[src/rtl/keypad_pkg.sv]
// Shared types and constants for the matrix-keypad emulator: key indices, FSM states, matrix size.
// Key index is 4*row + col, matching what the keypad scanner reports as new_key_char.
package keypad_pkg;

  localparam int ROWS = 4;
  localparam int COLS = 4;

  typedef logic [3:0] key_t;
  typedef logic [7:0] hold_t;

  localparam key_t KEY_1 = 4'd0;
  localparam key_t KEY_2 = 4'd1;
  localparam key_t KEY_3 = 4'd2;
  localparam key_t KEY_A = 4'd3;
  localparam key_t KEY_4 = 4'd4;
  localparam key_t KEY_5 = 4'd5;
  localparam key_t KEY_6 = 4'd6;
  localparam key_t KEY_B = 4'd7;
  localparam key_t KEY_7 = 4'd8;
  localparam key_t KEY_8 = 4'd9;
  localparam key_t KEY_9 = 4'd10;
  localparam key_t KEY_C = 4'd11;
  localparam key_t KEY_0 = 4'd13;
  localparam key_t KEY_D = 4'd15;

  typedef enum logic [1:0] {
    ST_IDLE  = 2'd0,
    ST_PRESS = 2'd1,
    ST_GAP   = 2'd2
  } state_t;

  // A zero hold would release before the scanner ever sees the key, so it means one frame.
  function automatic hold_t eff_hold(input hold_t hold);
    return (hold == 8'd0) ? 8'd1 : hold;
  endfunction

endpackage

[src/rtl/keypad_emulator_if.sv]
// Key-press command channel: valid/ready handshake carrying key index and hold length in frames.
// The source must hold cmd_valid and its payload stable until cmd_ready is seen high.
interface keypad_emulator_if;
  import keypad_pkg::*;

  logic  cmd_valid;
  logic  cmd_ready;
  key_t  cmd_key;
  hold_t cmd_hold;

  modport master (
    output cmd_valid,
    output cmd_key,
    output cmd_hold,
    input  cmd_ready
  );

  modport slave (
    input  cmd_valid,
    input  cmd_key,
    input  cmd_hold,
    output cmd_ready
  );

endinterface

[src/rtl/keypad_emulator_scan_frame_detector.sv]
// Detects scanner frame boundaries (row 3 strobe released) and times out when frames stop arriving.
// frame_edge is combinational from row3_n; expire is masked by a same-cycle frame edge.
module scan_frame_detector #(
  parameter int unsigned TIMEOUT_CYCLES = 65535
) (
  input  logic clk,
  input  logic reset_n,
  input  logic row3_n,
  input  logic active,
  output logic frame_edge,
  output logic expire
);

  localparam logic [15:0] TMO_LIMIT = 16'(TIMEOUT_CYCLES - 1);

  logic        row3_q;
  logic [15:0] tmo_cnt;

  always_ff @(posedge clk) begin
    if (!reset_n) begin
      row3_q  <= 1'b1;
      tmo_cnt <= 16'd0;
    end else begin
      row3_q <= row3_n;
      if (!active || frame_edge) begin
        tmo_cnt <= 16'd0;
      end else begin
        tmo_cnt <= tmo_cnt + 16'd1;
      end
    end
  end

  assign frame_edge = ~row3_q & row3_n;
  assign expire     = active & ~frame_edge & (tmo_cnt == TMO_LIMIT);

endmodule

[src/rtl/keypad_emulator.sv]
// Drives keypad column lines low for a commanded key while its row is strobed, for N scan frames,
// then a release gap; one command at a time, cmd_ready low until done/timeout, col_n zero-latency to row_n.
module keypad_emulator
  import keypad_pkg::*;
#(
  parameter int unsigned GAP_FRAMES     = 2,
  parameter int unsigned TIMEOUT_CYCLES = 65535
) (
  input  logic               clk,
  input  logic               reset_n,
  input  logic [ROWS-1:0]    row_n,
  output logic [COLS-1:0]    col_n,
  keypad_emulator_if.slave   cmd,
  output logic               pressed,
  output logic               done,
  output logic               timeout
);

  localparam hold_t GAP_LIMIT = (GAP_FRAMES < 1) ? 8'd1 : 8'(GAP_FRAMES);

  state_t state_q, state_d;
  key_t   key_q,   key_d;
  hold_t  hold_q,  hold_d;
  hold_t  cnt_q,   cnt_d;
  logic   done_q,  done_d;
  logic   tmo_q,   tmo_d;

  logic   frame_edge;
  logic   expire;
  hold_t  cnt_inc;

  scan_frame_detector #(
    .TIMEOUT_CYCLES (TIMEOUT_CYCLES)
  ) u_frame (
    .clk        (clk),
    .reset_n    (reset_n),
    .row3_n     (row_n[ROWS-1]),
    .active     (state_q != ST_IDLE),
    .frame_edge (frame_edge),
    .expire     (expire)
  );

  always_ff @(posedge clk) begin
    if (!reset_n) begin
      state_q <= ST_IDLE;
      key_q   <= '0;
      hold_q  <= 8'd1;
      cnt_q   <= '0;
      done_q  <= 1'b0;
      tmo_q   <= 1'b0;
    end else begin
      state_q <= state_d;
      key_q   <= key_d;
      hold_q  <= hold_d;
      cnt_q   <= cnt_d;
      done_q  <= done_d;
      tmo_q   <= tmo_d;
    end
  end

  assign cnt_inc = cnt_q + 8'd1;

  always_comb begin
    state_d = state_q;
    key_d   = key_q;
    hold_d  = hold_q;
    cnt_d   = cnt_q;
    done_d  = 1'b0;
    tmo_d   = 1'b0;
    case (state_q)
      ST_IDLE: begin
        if (cmd.cmd_valid) begin
          state_d = ST_PRESS;
          key_d   = cmd.cmd_key;
          hold_d  = eff_hold(cmd.cmd_hold);
          cnt_d   = '0;
        end
      end
      ST_PRESS: begin
        if (frame_edge) begin
          if (cnt_inc >= hold_q) begin
            state_d = ST_GAP;
            cnt_d   = '0;
          end else begin
            cnt_d = cnt_inc;
          end
        end else if (expire) begin
          state_d = ST_IDLE;
          tmo_d   = 1'b1;
        end
      end
      ST_GAP: begin
        if (frame_edge) begin
          if (cnt_inc >= GAP_LIMIT) begin
            state_d = ST_IDLE;
            done_d  = 1'b1;
            cnt_d   = '0;
          end else begin
            cnt_d = cnt_inc;
          end
        end else if (expire) begin
          state_d = ST_IDLE;
          tmo_d   = 1'b1;
        end
      end
      default: begin
        state_d = ST_IDLE;
        cnt_d   = '0;
      end
    endcase
  end

  assign cmd.cmd_ready = (state_q == ST_IDLE);
  assign pressed       = (state_q == ST_PRESS);
  assign done          = done_q;
  assign timeout       = tmo_q;

  // Each strobed row is resolved independently, so several low rows never ghost onto other columns.
  always_comb begin
    col_n = '1;
    for (int r = 0; r < ROWS; r++) begin
      for (int c = 0; c < COLS; c++) begin
        if (pressed && (key_q == 4'(r * COLS + c)) && !row_n[r]) begin
          col_n[c] = 1'b0;
        end
      end
    end
  end

endmodule

[src/flat_wrapper.sv]
// flat-port wrapper written by rule: the top's interface ports become plain ports
module keypad_emulator_flat import keypad_pkg::*;
#(
  parameter int unsigned GAP_FRAMES     = 2,
  parameter int unsigned TIMEOUT_CYCLES = 65535
)
  (clk, reset_n, row_n, col_n, pressed, done, timeout, cmd_cmd_valid, cmd_cmd_key, cmd_cmd_hold, cmd_cmd_ready);
  keypad_emulator_if cmd_i ();
  input  logic clk;
  input  logic reset_n;
  input  logic [ROWS-1:0] row_n;
  output logic [COLS-1:0] col_n;
  output logic pressed;
  output logic done;
  output logic timeout;
  input wire logic [$bits(cmd_i.cmd_valid)-1:0] cmd_cmd_valid;
  input wire logic [$bits(cmd_i.cmd_key)-1:0] cmd_cmd_key;
  input wire logic [$bits(cmd_i.cmd_hold)-1:0] cmd_cmd_hold;
  output wire logic [$bits(cmd_i.cmd_ready)-1:0] cmd_cmd_ready;
  assign cmd_i.cmd_valid = cmd_cmd_valid;
  assign cmd_i.cmd_key = cmd_cmd_key;
  assign cmd_i.cmd_hold = cmd_cmd_hold;
  assign cmd_cmd_ready = cmd_i.cmd_ready;
  keypad_emulator #(.GAP_FRAMES(GAP_FRAMES), .TIMEOUT_CYCLES(TIMEOUT_CYCLES)) u_core (.clk(clk), .reset_n(reset_n), .row_n(row_n), .col_n(col_n), .cmd(cmd_i), .pressed(pressed), .done(done), .timeout(timeout));
endmodule
[config.mk]
export PLATFORM = sky130hd
export DESIGN_NAME = keypad_emulator_flat
export DESIGN_NICKNAME = d
export VERILOG_FILES = /design/src/rtl/keypad_pkg.sv /design/src/rtl/keypad_emulator_if.sv /design/src/rtl/keypad_emulator_scan_frame_detector.sv /design/src/rtl/keypad_emulator.sv /design/src/flat_wrapper.sv
export SDC_FILE = /design/constraint.sdc
export NUM_CORES = 1
export LEC_CHECK = 0
export ABC_AREA = 1
export BUFFER_PORTS_ARGS = -buffer_cell sky130_fd_sc_hd__buf_4
export CAP_MARGIN = 20
export CORE_UTILIZATION = 40
export CTS_CLUSTER_SIZE = 8
export DETAILED_ROUTE_END_ITERATION = 8
export PLACE_DENSITY = 0.55
export SLEW_MARGIN = 10
export SYNTH_ARGS = -nofsm -noshare
export SYNTH_HDL_FRONTEND = slang
export SYNTH_SLANG_ARGS = --single-unit
[constraint.sdc]
create_clock -name clk -period 5.47 [get_ports clk]
set_input_delay 1.094 -clock clk [delete_from_list [all_inputs] [get_ports clk]]
set_output_delay 1.094 -clock clk [all_outputs]
set_load 0.05 [all_outputs]
After elaboration in Yosys (flattened, before gate mapping):

Index checks and enable logic that the tools add are counted.

* output and inout port bits: 8
* bits in registers: 41
* logic and storage cells: 123
* input port bits: 19

* eq/ne operators: 23
* $lt $le $gt $ge: 2
* bitwise operators: 7
* mux-type cells: 32
* reductions and logical operators: 49
* add/sub/neg operators: 2

Operators with widths (count)
* 8-bit two-way mux: 6
* 4-bit equality test (second input constant): 8
* 1-bit logical AND: 32
* 8-bit one-hot mux with 3 select lines: 1
* 1-bit two-way mux: 18
* 16-bit by 1-bit adder with 16-bit output (second input constant): 1
* 16-bit equality test (second input constant): 1
* 4-bit by 3-bit equality test with 1-bit output (second input constant): 4
* 2-bit two-way mux: 6
* 3-bit AND reduction: 3
* 8-bit by 1-bit adder with 8-bit output (second input constant): 1
* 4-bit by 2-bit equality test with 1-bit output (second input constant): 2
* 8-bit by 2-bit >= comparator with 1-bit output (second input constant): 1
* 8-bit >= comparator: 1
* 8-bit logical NOT: 1
* 2-bit != test (second input constant): 3
* 2-bit one-hot mux with 3 select lines: 1
* 1-bit logical NOT: 5
* 4-bit by 1-bit equality test with 1-bit output (second input constant): 1
* 4-bit logical NOT: 1
* 1-bit NOT: 4
* 2-bit OR reduction: 2
* 1-bit AND: 3
* 3-bit by 2-bit != test with 1-bit output (second input constant): 1
* other kinds (8): 8

Depth between registers and ports, before layout:

* word-level depth: 8
* depth in mapped cells: 16
* depth with buffers taken out: 16

Cells and area by module:

From an unflattened synthesis, not the netlist that was laid out.

* cell total of the unflattened synthesis: 350
* area total of the unflattened synthesis: 2408.6 µm²

Modules (own cells, without submodules)
* keypad_emulator: cells each 224, sequential area each 480.5 µm², times used 1, area an instance 1555.2 µm²
* scan_frame_detector: cells each 126, sequential area each 340.3 µm², times used 1, area an instance 853.3 µm²

Worst setup path before layout:

No wires, ideal clock.

* path kind: input -> output
* start: in row_n[2]
* end: out col_n[0]
* path slack: 2.409 ns
* cell stages on the path: 5
* data required time: 4.376 ns
* data arrival time: 1.967 ns
* path buffers: 0
* cells stage by stage: o21ai_0 > o21ai_0 > o311ai_0 > nor3b_1 > nand2_1

* cells in the longest elaborated chain, start to end: 4

Ends and longest elaborated chain
* start: declaration: line flat_wrapper.sv:11 `input logic [ROWS-1:0] row_n;`
* 1-bit logical NOT: line keypad_emulator.sv:123 `if (pressed && (key_q == 4'(r * COLS + c)) && !row_n[r]) begin`
* 1-bit logical AND: line keypad_emulator.sv:123
* 1-bit two-way mux (2 in a row): line keypad_emulator.sv:123
* end: declaration: line flat_wrapper.sv:12 `output logic [COLS-1:0] col_n;`

Every way passes these cells.

Worst setup path after layout:

* start: in row_n[0]
* end: out col_n[2]

* cells in the longest elaborated chain, start to end: 6

Ends and longest elaborated chain (line)
* 1-bit logical NOT: keypad_emulator.sv:123
* 1-bit logical AND: keypad_emulator.sv:123
* 1-bit two-way mux (4 in a row): keypad_emulator.sv:123

Every way passes these cells.

==> flow_summary.toml <==
[worst_setup_path]
arrival_ns = 2.09
cp_top_family = "simple AND/OR/NAND/NOR gates"
crit_path_max_incr_delay_ns = 0.32
critical_path_required_ns = 4.38
crit_top_cell = "buf_4"
crit_buf_inv = 2
cp_cell_sequence = "buf_4, o311ai_0, nor3b_1, nand2_1, buf_4"
timing.rr.end = "u_core.state_q[0]"
slowest_stage = "o311ai_0"
critPathLaunchType = "input pin"
r2r_cells = 14
crit_type = "input pin to primary output"
worstReg2RegStart = "u_core.cnt_q[0]"
crit_fanout = 2
cp-end-kind = "primary output"
r2r_setup_slack_ns = 3.14

[clocking]
clk_pin_slew_ns = 0.08
cts.hold.buffers_added = 0
post_cts_buffers = 0
htree_levels = 2
cts.sinks = 41
cts_resized = 0
clock_latency_ns = 0.30
cts_max_path_buffers = 2
cts-buffers-inserted = 5
root_buffer = "clkbuf_8"
cts_tree = "built"

[die]
die_width_um = 77.9
die_h_um = 77.9
fp-row-count = 27
dieArea_um2 = 6070
initial_core_util_pct = 41.6
coreArea_um2 = 5540
num_io_pins = 27

[layout]
drive_gt1_share_pct = 13.9
fillers = 595
n_antenna_cell = 0
area_delta_synth_final_pct = 16.1
fin_nets = 401
design_area_um2 = 2680

[sta]
slew_violations = 0
slew_headroom_pct = 59.1
fin_crit_sh_pct = 58.2
hold_viol = 0
rsz0062_at_grt = "no"
fmax_mhz = 314
setup_viol = 0
tightest_slew_ns = 0.612
period_minus_slack_ns = 3.18
finalSetupTns_ns = 0
fin_skew_ns = 0.00978

[logic_synthesis]
ys_ff_latch = 41
synth-main-ff-cell = "dfxtp_1"
ys_warn_count = 0
synth_most_common_cell = "nand2_1"
syn_avg_cell_area_um2 = 6.84
synthesis.area_um2 = 2300
syn_nets = 372
synth.top_cell.area_share_pct = 35.6
synth_top_cells_by_count = "nand2_1, inv_1, dfxtp_1"
synth_area_leaders = "dfxtp_1, nand2_1, ha_1"
synth-edff-count = 0
synth_top_area_cell = "dfxtp_1"
yosysSeqAreaShare_pct = 35.6
netlist_instances = 337
yosysUniqueCellTypes = 33
synth_async_sr_flop_share_pct = 0

[grt]
grt_pass1_wl_um = 8290
grt_start_max_net_pins = 24
overflow = 0
grt_pass1_vias = 1893
grt_antenna_before_repair = 0
groute.usage.overall_pct = 17.3

[worst_hold_path]
holdPathStages = 2
hold_path.class = "flip-flop to flip-flop"
hp-start = "u_core.hold_q[4]"
min_to = "u_core.hold_q[4]"

[detailed_routing]
wirelength_um = 4760
ant_nets = 0
vias_per_cell = 4.68
drc = 0
first_pass_iters = 4
vias = 2056
post_drt_wl_per_cell_um = 10.8
drtIter0Drc = 73

[power_and_ir_drop]
p_per_area_nw_per_um2 = 316
ir_worst_vdd_uv = 138
p_leak_nw = 1.15

[placed_design]
portBuffers = 26
globalplace.congestion = 0.813
dp_hpwl_um = 3670
dpl-instance-area_um2 = 2570

[flow_run]
maxCapViolCount = 0

[status]
status = "finished clean"
metrics by stage:
stage	setup WS, ns	utilization (%)	instances	power, W	hold slack, ns
finish	2.29	48.3	439	0.000846	0.467
global route	2.19	48.3	439	0.000916	0.502
CTS	2.27	48.3	439	0.000859	0.475
detailed placement	2.28	46.5	431	0.000638	0.462
global placement	2.30	46.5	431	0.000637	0.456
floorplan	2.41	-	337	0.000563	0.435
state kept, by name (all words and copies together), names as in the netlist:
signal                  cells
u_core.hold_q               8
u_core.u_frame.tmo_cnt     16
u_core.done                 1
u_core.state_q              2
u_core.u_frame.row3_q       1
u_core.timeout              1
u_core.key_q                4
u_core.cnt_q                8
per-layer routing:
layer	vias to the layer above	wire (µm)	global-route usage, %
met1	896	2440	22.2
met2	11	2170	28.8
met4	0	58	6.11
li1	1144	-	-
met3	5	90	3.53
met5	-	0	0
where the power goes:
part / internal (W) / leakage (nW) / switching (W)
Combinational: 0.0000960 / 0.757 / 0.000192
Sequential: 0.000324 / 0.334 / 0.0000173
Clock: 0.000114 / 0.0542 / 0.000103
worst reg2reg max path, cell delays in order (launching register included):
cell and delay [ns]:
dfxtp_1 0.46, ha_1 0.26, nand2_1 0.07, clkinv_1 0.09, nand3_1 0.07, nand2_1 0.12, inv_1 0.06, ha_1 0.26
nand2_1 0.08, nor2_1 0.15, nand4_1 0.14, nand4_1 0.15, nand3_1 0.15, nor2_1 0.12, nor2_1 0.05
layout make-up:
cell class,instances,area (µm²),area share [%]
multi-input combinational,238,1260,47.3
sequential,41,821,30.7
inverter,54,203,7.58
timing repair buffer,26,195,7.30
clock buffer,7,96.3,3.60
tap,72,90.1,3.37
clock inverter,1,5.00,0.187
cell usage in the layout, fill, tap and decap left out, drive strengths merged:
cell type	n
xnor2	2
nor4	1
a211oi	2
clkinv	3
or2	4
o21ai	23
nand4	9
nor3b	1
o311ai	1
clkbuf	7
nand2	76
o21bai	1
inv	52
xor2	2
ha	16
a31oi	1
a21oi	31
nor3	11
nor2	43
buf	26
o211ai	1
and3	1
dfxtp	41
nand3	12
cells by family after synthesis:
kind of cell	synth area share, %
and+or+nand+nor	30.7
AOI/OAI and AO/OA	14.0
buffers and inverters	9.50
DFF	35.6
adders and majority gates	8.69
xor gates and xnor gates	1.52
worst max-delay path by stage:
stage | from | to | slack (ns) | cells after the start
floorplan | row_n[2] | col_n[0] | 2.41 | 5
global placement | row_n[0] | col_n[2] | 2.30 | 5
detailed placement | row_n[0] | col_n[2] | 2.28 | 5
CTS | row_n[0] | col_n[2] | 2.27 | 5
global route | row_n[0] | col_n[2] | 2.19 | 5
finish | row_n[0] | col_n[2] | 2.29 | 5
Note: power is estimated with default switching activity, not from simulation.
